<file path="config.mk">
export PLATFORM = sky130hd
export DESIGN_NAME = onehot_demux_buf
export DESIGN_NICKNAME = d
export VERILOG_FILES = /design/src/rtl/onehot_demux_buf_pkg.sv /design/src/rtl/onehot_demux_buf_fifo_reg.sv /design/src/rtl/onehot_demux_buf.sv
export SDC_FILE = /design/constraint.sdc
export NUM_CORES = 1
export LEC_CHECK = 0
export CAP_MARGIN = 25
export CORE_UTILIZATION = 30
export CTS_CLUSTER_SIZE = 10
export DETAILED_ROUTE_END_ITERATION = 6
export GPL_ROUTABILITY_DRIVEN = 0
export SYNTH_ARGS = -nofsm -noshare
export SYNTH_HDL_FRONTEND = slang
export SYNTH_HIERARCHICAL = 1
export SYNTH_SLANG_ARGS = --single-unit
</file>
<file path="constraint.sdc">
create_clock -name clk_i -period 2.9 [get_ports clk_i]
set_clock_uncertainty 0.05 [all_clocks]
set_input_delay 0.58 -clock clk_i [delete_from_list [all_inputs] [get_ports clk_i]]
set_output_delay 0.58 -clock clk_i [all_outputs]
set_load 0.02 [all_outputs]
</file>
<file path="src/rtl/onehot_demux_buf_pkg.sv">
// Shared constants and lane-slice helper for the tile return-path demux.
// The merge mux reuses lane_lo so both sides agree on lane packing.
package onehot_demux_buf_pkg;

  localparam int unsigned OUT_W_DEF  = 8;
  localparam int unsigned DATA_W_DEF = 8;
  localparam int unsigned DEPTH_DEF  = 2;

  function automatic int unsigned lane_lo(
    input int unsigned j,
    input int unsigned dw
  );
    return j * dw;
  endfunction

endpackage

</file>
<file path="src/rtl/onehot_demux_buf_fifo_reg.sv">
// Register FIFO with push/pop/count; count, not pointer compare,
// tells full from empty. Storage is not reset.
module onehot_demux_buf_fifo_reg
  import onehot_demux_buf_pkg::*;
#(
  parameter int unsigned Width = 16,
  parameter int unsigned Depth = DEPTH_DEF,
  parameter int unsigned CntW  = $clog2(Depth + 1)
) (
  input  logic             clk_i,
  input  logic             rst_i,
  input  logic             push_i,
  input  logic             pop_i,
  input  logic [Width-1:0] wdata_i,
  output logic [Width-1:0] rdata_o,
  output logic [CntW-1:0]  count_o
);

  localparam int unsigned PtrW = $clog2(Depth);

  logic [Width-1:0] r_mem [Depth];
  logic [PtrW-1:0]  r_wptr;
  logic [PtrW-1:0]  r_rptr;
  logic [CntW-1:0]  r_count;

  // Depth is a power of two, so natural pointer overflow wraps to 0
  always_ff @(posedge clk_i or posedge rst_i) begin
    if (rst_i) begin
      r_wptr  <= '0;
      r_rptr  <= '0;
      r_count <= '0;
    end else begin
      if (push_i) r_wptr <= r_wptr + PtrW'(1);
      if (pop_i)  r_rptr <= r_rptr + PtrW'(1);
      unique case ({push_i, pop_i})
        2'b10:   r_count <= r_count + CntW'(1);
        2'b01:   r_count <= r_count - CntW'(1);
        default: r_count <= r_count;
      endcase
    end
  end

  always_ff @(posedge clk_i) begin
    if (push_i) r_mem[r_wptr] <= wdata_i;
  end

  assign rdata_o = r_mem[r_rptr];
  assign count_o = r_count;

endmodule

</file>
<file path="src/rtl/onehot_demux_buf.sv">
// Buffered one-hot demux: steers each accepted beat to one output lane.
// Illegal selects are consumed, dropped and flagged on err_o.
module onehot_demux_buf
  import onehot_demux_buf_pkg::*;
#(
  parameter int unsigned OutputWidth = OUT_W_DEF,
  parameter int unsigned DataWidth   = DATA_W_DEF,
  parameter int unsigned Depth       = DEPTH_DEF
) (
  input  logic                           clk_i,
  input  logic                           rst_i,
  input  logic                           in_valid_i,
  output logic                           in_ready_o,
  input  logic [OutputWidth-1:0]         in_sel_i,
  input  logic [DataWidth-1:0]           in_data_i,
  output logic [OutputWidth-1:0]         out_valid_o,
  input  logic [OutputWidth-1:0]         out_ready_i,
  output logic [OutputWidth*DataWidth-1:0] out_data_o,
  output logic                           err_o
);

  localparam int unsigned EntW = OutputWidth + DataWidth;
  localparam int unsigned CntW = $clog2(Depth + 1);

  logic                   w_accept;
  logic                   w_legal;
  logic                   w_push;
  logic                   w_pop;
  logic                   w_nonempty;
  logic [EntW-1:0]        w_head;
  logic [OutputWidth-1:0] w_head_sel;
  logic [DataWidth-1:0]   w_head_data;
  logic [CntW-1:0]        w_count;
  logic                   r_err;

  assign in_ready_o = (w_count < CntW'(Depth));
  assign w_accept   = in_valid_i & in_ready_o;
  assign w_legal    = $onehot(in_sel_i);
  assign w_push     = w_accept & w_legal;
  assign w_pop      = |(out_valid_o & out_ready_i);

  onehot_demux_buf_fifo_reg #(
    .Width (EntW),
    .Depth (Depth),
    .CntW  (CntW)
  ) u_fifo (
    .clk_i   (clk_i),
    .rst_i   (rst_i),
    .push_i  (w_push),
    .pop_i   (w_pop),
    .wdata_i ({in_sel_i, in_data_i}),
    .rdata_o (w_head),
    .count_o (w_count)
  );

  always_ff @(posedge clk_i or posedge rst_i) begin
    if (rst_i) r_err <= 1'b0;
    else       r_err <= w_accept & ~w_legal;
  end

  assign err_o       = r_err;
  assign w_nonempty  = (w_count != '0);
  assign w_head_sel  = w_head[DataWidth +: OutputWidth];
  assign w_head_data = w_head[DataWidth-1:0];
  assign out_valid_o = w_nonempty ? w_head_sel : '0;

  for (genvar j = 0; j < OutputWidth; j++) begin : g_lane
    localparam int unsigned Lo = lane_lo(j, DataWidth);
    assign out_data_o[Lo +: DataWidth] =
      out_valid_o[j] ? w_head_data : '0;
  end

endmodule
</file>
==> run_results.csv, run 1 <==
group,metric,value,unit
outcome,run_status,"finished with violations",
outcome,failed_checks,"setup timing",
cts,cts_tree,"done",
placement,dpl.cell_count,380,
synth,avgSynthCellArea,12.3,sq um
timing,timing.final.crit_share,133,%
worst_setup_path,crit_required,3060,ps
timing,finalSetupTns,-31290,ps
final_layout,nFillCells,628,
detailed_routing,ant_nets,0,
run,maxCapViolCount,0,
detailed_routing,first_pass_iters,4,
final_layout,fin_nets,332,
synth,ys_seq_elements,37,
pwr,power_density,979,nW/um^2
synth,synth_top_area_share,43.5,%
die,ios,101,
timing,slew_headroom,67.3,%
placement,port_buffers,100,
detailed_routing,routedWlPerCell,14.5,um
global_routing,grt_usage,14.9,%
pwr,power,3480,uW
synth,synth-edff-count,32,
worst_setup_path,critPathLaunchType,"input port",
worst_setup_path,cpMostUsedCell,"fa_1",
placement,place_hpwl,4220,um
cts,root_buffer,"clkbuf_8",
synth,netlist_instances,180,
timing,hold_viol,0,
worst_setup_path,crit_buf_inv,5,
worst_setup_path,cp.arrival,4020,ps
global_routing,met3_usage,3.30,%
global_routing,gr-usage-met1,18.5,%
final_layout,syn_to_final_growth,60.9,%
global_routing,top_usage_layer,"met2",
synth,syn_area,2210,sq um
placement,place_ws,-1810,ps
global_routing,use_met2,25.7,%
die,die_x,87.8,um
timing,final-max-slew-violation-count,0,
detailed_routing,drc,0,
worst_setup_path,slowest_stage,"fa_1",
timing,fin_ws,-955,ps
timing,grt_setup_unrepaired,"true",
synth,syn-num-nets,215,
hold_path,hp-class,"input port to async pin",
cts,cts_made_buffers,5,
final_layout,layout.cells.non_filler,394,
synth,synth_async_sr_flop_share,13.5,%
die,core,6940,sq um
synth,synthFlopType,"edfxtp_1",
worst_setup_path,critical_path.top_delay_family,"adder cells",
die,fp-row-count,30,
synth,synth.distinct_cells,21,
final_layout,diodes,0,
cts,cts.sinks,37,
global_routing,grt_max_degree,73,
global_routing,antenna_found_initial,0,
worst_setup_path,max_stage_delay,530,ps
cts,clk_latency,280,ps
worst_setup_path,timing_worst_setup_path_type,"input port to register",
global_routing,grt_pass1_vias,1614,
synth,synth_top_cells_by_area,"edfxtp_1, and3_1, mux2_4, dfrtp_1, buf_6",
cts,clk_path_buf_depth,2,
pwr,p_leak,0.00155,uW
global_routing,gr-total-overflow,0,
synth,yosysSeqAreaShare,49.2,%
timing,clock.fmax,0.259,GHz
die,die-height,87.8,um
synth,yosys_warnings,6,
detailed_routing,drt_iter0_markers,62,
pwr,peakVddDrop,0.364,mV
cts,clk_pin_slew,70,ps
die,dieArea,7700,sq um
detailed_routing,vias_per_cell,4.58,
timing,setup_viol_count_final,36,
cts,htreeDepth,2,
timing,worst_pin_slew,491,ps
die,start_util,31.8,%
synth,yosys.area.top_type,"edfxtp_1",
detailed_routing,routed_wirelength,5700,um
worst_setup_path,path_cells,"buf_8, inv_8, fa_1, fa_1, fa_1, inv_1, ha_2, inv_2, fa_2, o211ai_1, a21oi_2, and3_4, inv_4, ha_4, xnor2_2, nor2_2, xor2_1",
detailed_routing,num_vias,1803,
global_routing,grt_pass1_wl,8540,um
timing,finalCriticalPeriod,3860,ps
timing,hold-worst-slack,412,ps
worst_setup_path,crit_fanout,3,
final_layout,drive_gt1_share,20.1,%
worst_setup_path,cp-end-kind,"register",
==> report_power, final <==
group | internal, uW | switching (uW) | total, uW
registers | 646 | 41.4 | 687
logic | 1160 | 1210 | 2370
clock network | 253 | 172 | 425
total | 2060 | 1420 | 3480
==> layer usage <==
layer / wire (um) / part of all wire [%]
met4: 70 / 1.2
met2: 2620 / 46
met3: 488 / 8.6
met1: 2520 / 44
met5: 0 / 0
==> worst reg2reg max path, cell delays in order (launching register included) <==
cell and delay [ps]:
dfrtp_1 360, buf_4 280, mux2_2 490, a22oi_1 210, a41oi_1 240, ha_4 240, xnor2_2 130, nor2_2 120
xor2_1 150
==> sequential cells by signal (all words and copies together) (netlist names) <==
register,flops
u_fifo/r_mem,32
u_fifo/r_rptr,1
u_fifo/count_o,2
err_o,1
u_fifo/r_wptr,1
==> metrics by stage <==
step / instance area (sq um) / util [%]
floorplan: 2240 / -
global route: 3550 / 51.2
finish: 3550 / 51.2
CTS: 3530 / 50.8
detailed placement: 3370 / 48.6
global placement: 3370 / 48.6
==> final timing paths <==
| path | startpoint | to | slack [ps] | depth (start not counted) |
|---|---|---|---|---|
| worst min-delay path | rst_i | err_o | 410 | 2 |
| worst max register to register | u_fifo/r_rptr | u_fifo/count_o[1] | 560 | 8 |
| max in group asynchronous | rst_i | u_fifo/r_rptr | 2190 | 2 |
| worst max-delay path | in_sel_i[3] | u_fifo/count_o[1] | -960 | 17 |
| min in group clk_i | u_fifo/r_rptr | u_fifo/r_rptr | 420 | 1 |
| worst min register to register | u_fifo/r_rptr | u_fifo/r_rptr | 420 | 1 |
==> cell type report <==
type | instances | area (sq um) | share of cell area [%]
clock buffers | 5 | 68.8 | 1.94
clock inverters | 3 | 41.3 | 1.16
inverters | 17 | 73.8 | 2.08
multi-input cells | 116 | 981 | 27.6
flip-flops and latches | 37 | 1090 | 30.6
well taps | 96 | 120 | 3.38
repair buffers | 120 | 1180 | 33.3
==> synth_stat cells, types with 3 or more instances <==
cell	count
and3_1	65
edfxtp_1	32
inv_1	17
and2_1	9
buf_6	9
mux2_4	9
mux2_2	7
dfrtp_1	5
a22oi_1	4
fa_1	4
ha_1	4
nor2_1	3
xor2_1	3
==> logic make-up after synthesis <==
family / after synthesis / synth area share (%)
AOI/OAI and AO/OA: 8 / 2.72
xor gates and xnor gates: 5 / 1.98
adders and majority gates: 8 / 5.90
buffers and inverters: 27 / 8.39
DFF: 37 / 49.2
muxes: 16 / 9.69
and+or+nand+nor: 79 / 22.1
==> cell usage in the layout (no fill, tap or decap), types with 4 or more instances in the layout <==
master and n:
dfrtp_1 5, and3_1 64, and2_1 8, mux2_4 9
edfxtp_1 32, clkdlybuf4s50_1 97, mux2_2 7, buf_4 17
clkbuf_8 5, a22oi_1 4, inv_1 12
==> timing repair <==
action,4_1_cts,5_1_grt
hold buffers,0,0
pin swaps,9,8
setup buffers,4,2
gates resized for setup,20,1
endpoints found under the setup margin,36,36
(Power assumes the default switching activity.)
==> run 2: changes to the inputs <==
- MAX_ROUTING_LAYER: unset -> met4
==> run 2 against run 1 <==
  * The flow still finishes with violations (setup timing)
  * Worst setup slack about the same
  * Sequential share of layout area did not move
  * Highest routed layer unchanged
  * Largest power group unchanged
  * Register-to-register slack is essentially flat
  * Via count decreased by 1.1%
  * Maximum frequency about the same
  * First-iteration DRC count rose by 3.2%
  * Largest cell class unchanged
  * Global-route usage grew 0.45 points
==> run_results.csv, run 2 (same netlist as run 1, synthesis figures left out) <==
group,metric,value,unit
placement,port_buffers,100,
final_layout,stdcell_area,3550,sq um
timing,setup_viol_count_final,36,
worst_setup_path,cp-end-kind,"register",
timing,hold_viol,0,
detailed_routing,ant_nets,0,
die,ios,101,
worst_setup_path,critical_path.top_delay_family,"adder cells",
detailed_routing,num_vias,1784,
final_layout,syn_to_final_growth,60.9,%
placement,place_hpwl,4220,um
cts,clk_latency,280,ps
global_routing,grt_usage,15.4,%
die,start_util,31.8,%
timing,slew_headroom,67.5,%
cts,clk_path_buf_depth,2,
final_layout,largest_register_ffs,32,
final_layout,nFillCells,628,
final_layout,final_common_cell,"clkdlybuf4s50_1",
placement,dpl.cell_count,380,
global_routing,antenna_found_initial,0,
timing,fin_ws,-955,ps
timing,clock.fmax,0.259,GHz
final_layout,drive_gt1_share,20.1,%
pwr,power_density,979,nW/um^2
die,die-height,87.8,um
worst_setup_path,cpMostUsedCell,"fa_1",
pwr,p_leak,0.00155,uW
cts,clk_pin_slew,70,ps
detailed_routing,drc,0,
worst_setup_path,max_stage_delay,530,ps
global_routing,grt_pass1_wl,8520,um
cts,holdBufCountCts,0,
worst_setup_path,crit_required,3060,ps
outcome,run_status,"finished with violations",
outcome,failed_checks,"setup timing",
final_layout,final_cell_mix,"clkdlybuf4s50_1, and3_1, edfxtp_1, buf_4, inv_1",
timing,grt_setup_unrepaired,"true",
die,dieArea,7700,sq um
die,fp-row-count,30,
pwr,peakVddDrop,0.364,mV
global_routing,grt_max_degree,73,
detailed_routing,first_pass_iters,4,
final_layout,regMostFlops,"u_fifo/r_mem",
timing,final-max-slew-violation-count,0,
run,maxCapViolCount,0,
timing,finalCriticalPeriod,3860,ps
die,die_x,87.8,um
die,core,6940,sq um
timing,timing.final.crit_share,133,%
timing,worst_pin_slew,487,ps
detailed_routing,vias_per_cell,4.53,
final_layout,diodes,0,
detailed_routing,routedWlPerCell,14.4,um
cts,cts_made_buffers,5,
worst_setup_path,reg2reg_setup_slack,560,ps
worst_setup_path,timing_worst_setup_path_type,"input port to register",
global_routing,gr-total-overflow,0,
hold_path,hp-class,"input port to async pin",
cts,cts.sinks,37,
final_layout,multiInputGateArea,981,sq um
worst_setup_path,path_cells,"buf_8, inv_8, fa_1, fa_1, fa_1, inv_1, ha_2, inv_2, fa_2, o211ai_1, a21oi_2, and3_4, inv_4, ha_4, xnor2_2, nor2_2, xor2_1",
worst_setup_path,cp.arrival,4020,ps
cts,root_buffer,"clkbuf_8",
global_routing,grt_pass1_vias,1617,
worst_setup_path,slowest_stage,"fa_1",
placement,dpl_cell_area,3370,sq um
cts,htreeDepth,2,
final_layout,fin_nets,332,
worst_setup_path,crit_buf_inv,5,
final_layout,ff_latch_area,1090,sq um
detailed_routing,drt_iter0_markers,64,
worst_setup_path,crit_fanout,3,
worst_setup_path,critPathLaunchType,"input port",
final_layout,layout.cells.non_filler,394,
detailed_routing,routed_wirelength,5670,um
cts,cts_tree,"done",
run 2: stage by stage:
step,power (uW),util (%),worst slack (ps),TNS (ps),hold slack (ps)
floorplan,2130,-,-1010,-34880,259
CTS,3490,50.8,-970,-33270,408
global route,3690,51.2,-1120,-36000,424
detailed placement,3000,48.6,-1810,-61750,417
global placement,3000,48.6,-1730,-58960,406
finish,3480,51.2,-955,-31290,412
run 2: layout make-up:
| class | instances | area share, % |
|---|---|---|
| inverters | 17 | 2.08 |
| clock inverters | 3 | 1.16 |
| clock buffers | 5 | 1.94 |
| flip-flops and latches | 37 | 30.6 |
| repair buffers | 120 | 33.3 |
| multi-input cells | 116 | 27.6 |
| well taps | 96 | 3.38 |
run 2: repair_timing:
item | CTS | global route
gates resized for setup | 20 | 1
buffers inserted | 4 | 2
setup endpoints to repair | 36 | 36
pin swaps | 9 | 8
run 2: worst reg2reg max path: cells and delay by family, from the launching register on:
kind | cells | cell delay [ps]
AO/OA/AOI/OAI | 2 | 450
XOR/XNOR | 2 | 280
adder cells (fa/ha/maj) | 1 | 240
buffers and inverters | 1 | 280
flip-flops | 1 | 360
multiplexers | 1 | 490
AND/OR/NAND/NOR | 1 | 120
run 2: worst paths after layout:
check                              start                 to  cells past startpoint
setup / recovery             in_sel_i[3]  u_fifo/count_o[1]                     17
hold / removal                     rst_i              err_o                      2
setup reg to reg           u_fifo/r_rptr  u_fifo/count_o[1]                      8
hold reg to reg            u_fifo/r_rptr      u_fifo/r_rptr                      1
max in group asynchronous          rst_i      u_fifo/r_rptr                      2
min in group clk_i         u_fifo/r_rptr      u_fifo/r_rptr                      1
run 2: power by group:
part,switching [uW],internal (uW),leakage (uW)
sequential,41.4,646,0.000348
clock,172,253,0.0000518
combinational,1210,1160,0.00115
total,1420,2060,0.00155
run 2: metal layers:
| metal | part of all wire [%] | track usage [%] |
|---|---|---|
| met1 | 45 | 18.5 |
| met4 | 1.2 | 4.92 |
| met2 | 46 | 25.6 |
| met3 | 8.0 | 3.30 |
| met5 | 0 | - |
==> run 3: changes to the inputs <==
- TNS_END_PERCENT: unset -> 5
==> run 3 against run 2 <==
  * The flow still finishes with violations (setup timing)
  * Worst setup slack improved by 110 ps
  * Clock-buffer cell count increased by 1
  * Maximum frequency increased by 3.0%
  * Via count increased by 0.28%
  * Register-to-register slack improved by 80 ps
  * Non-clock buffer count decreased by 3
  * Final area decreased by 1.2%
  * First-iteration DRC count increased by 50%
  * Worst hold slack got worse by 17 ps
  * Total power decreased by 3.2%
  * Final cell count decreased by 0.76%
  * Highest routed layer unchanged
==> run_results.csv, run 3 (same netlist as run 1, synthesis figures left out) <==
group,metric,value,unit
pwr,power_density,959,nW/um^2
pwr,p_leak,0.00151,uW
worst_setup_path,critPathLaunchType,"input port",
die,core,6940,sq um
worst_setup_path,timing_worst_setup_path_type,"input port to register",
die,die_x,87.8,um
final_layout,final_cell_mix,"clkdlybuf4s50_1, and3_1, edfxtp_1, buf_4, inv_1",
die,die-height,87.8,um
cts,clk_pin_slew,70,ps
timing,timing.final.crit_share,129,%
timing,hold_viol,0,
final_layout,diodes,0,
final_layout,largest_register_ffs,32,
final_layout,stdcell_area,3510,sq um
detailed_routing,num_vias,1789,
global_routing,antenna_found_initial,0,
placement,place_hpwl,4130,um
cts,holdBufCountCts,0,
timing,fin_ws,-843,ps
cts,cts_tree,"done",
timing,hold-worst-slack,395,ps
detailed_routing,vias_per_cell,4.58,
timing,slew_headroom,67.9,%
timing,setup_viol_count_final,36,
timing,worst_pin_slew,481,ps
detailed_routing,routed_wirelength,5700,um
die,ios,101,
detailed_routing,routedWlPerCell,14.6,um
placement,dpl_cell_area,3380,sq um
die,start_util,31.8,%
outcome,failed_checks,"setup timing",
worst_setup_path,crit_required,3070,ps
worst_setup_path,slowest_stage,"fa_1",
detailed_routing,drc,0,
global_routing,grt_pass1_wl,8710,um
final_layout,regMostFlops,"u_fifo/r_mem",
final_layout,ff_latch_area,1090,sq um
global_routing,gr-total-overflow,0,
worst_setup_path,critical_path.top_delay_family,"adder cells",
timing,finalCriticalPeriod,3740,ps
timing,clock.fmax,0.267,GHz
global_routing,grt_pass1_vias,1680,
die,fp-row-count,30,
detailed_routing,first_pass_iters,4,
die,dieArea,7700,sq um
hold_path,hp-class,"input port to async pin",
worst_setup_path,cp-end-kind,"register",
outcome,run_status,"finished with violations",
final_layout,final_common_cell,"clkdlybuf4s50_1",
placement,dpl.cell_count,381,
final_layout,nFillCells,634,
pwr,peakVddDrop,0.358,mV
timing,finalSetupTns,-27920,ps
final_layout,drive_gt1_share,19.0,%
placement,port_buffers,100,
worst_setup_path,path_cells,"buf_6, inv_2, fa_1, fa_1, fa_1, inv_1, ha_2, inv_2, fa_2, o211ai_1, a21oi_2, and3_4, inv_4, ha_4, xnor2_1, nor2_1, xor2_1",
final_layout,multiInputGateArea,978,sq um
run,maxCapViolCount,0,
detailed_routing,drt_iter0_markers,96,
worst_setup_path,max_stage_delay,530,ps
cts,clk_latency,290,ps
cts,htreeDepth,2,
pwr,power,3370,uW
cts,cts.sinks,37,
worst_setup_path,crit_fanout,3,
global_routing,grt_usage,15.7,%
worst_setup_path,cp.arrival,3910,ps
cts,root_buffer,"clkbuf_8",
final_layout,syn_to_final_growth,59.0,%
cts,clk_path_buf_depth,2,
timing,final-max-slew-violation-count,0,
timing,grt_setup_unrepaired,"true",
detailed_routing,ant_nets,0,
cts,cts_made_buffers,5,
worst_setup_path,crit_buf_inv,5,
final_layout,layout.cells.non_filler,391,
final_layout,fin_nets,329,
global_routing,grt_max_degree,73,
worst_setup_path,cpMostUsedCell,"fa_1",
-- run 3: where the power goes --
group / switching, uW / internal, uW
Sequential: 49.8 / 645
Clock: 178 / 169
Combinational: 1180 / 1150
Total: 1410 / 1960
-- run 3: worst paths after layout --
check / slack [ps] / cells after the start / end / start
worst min register to register: 480 / 1 / u_fifo/count_o[0] / u_fifo/count_o[0]
min in group clk_i: 480 / 1 / u_fifo/count_o[0] / u_fifo/count_o[0]
worst max register to register: 640 / 8 / u_fifo/count_o[1] / u_fifo/r_rptr
max in group asynchronous: 2200 / 2 / u_fifo/r_rptr / rst_i
worst max-delay path: -840 / 17 / u_fifo/count_o[1] / in_sel_i[1]
worst min-delay path: 400 / 2 / err_o / rst_i
-- run 3: routing by layer --
metal	GRT usage [%]	routed length, um	vias up
li1	-	-	877
met1	17.6	2320	821
met2	27.6	2790	83
met3	3.58	507	8
met4	5.37	74	0
met5	-	0	-
-- run 3: timing repair --
action | 4_1_cts | 5_1_grt
resized for setup | 21 | 2
setup buffers | 2 | 0
pin swaps | 7 | 6
endpoints found under the setup margin | 36 | 36
-- run 3: stage by stage --
stage / setup slack, ps / utilization, %
2_1_floorplan: -1040 / -
6_report: -843 / 50.5
3_3_place_gp: -1620 / 48.6
4_1_cts: -863 / 50.3
5_1_grt: -1080 / 50.5
3_5_place_dp: -1680 / 48.6
-- run 3: cell type report --
cell class,instances,area share (%)
clock buffers,6,2.07
clock inverters,2,0.428
inverters,17,1.89
multi-input cells,116,27.9
flip-flops and latches,37,31.0
well taps,96,3.42
repair buffers,117,33.3
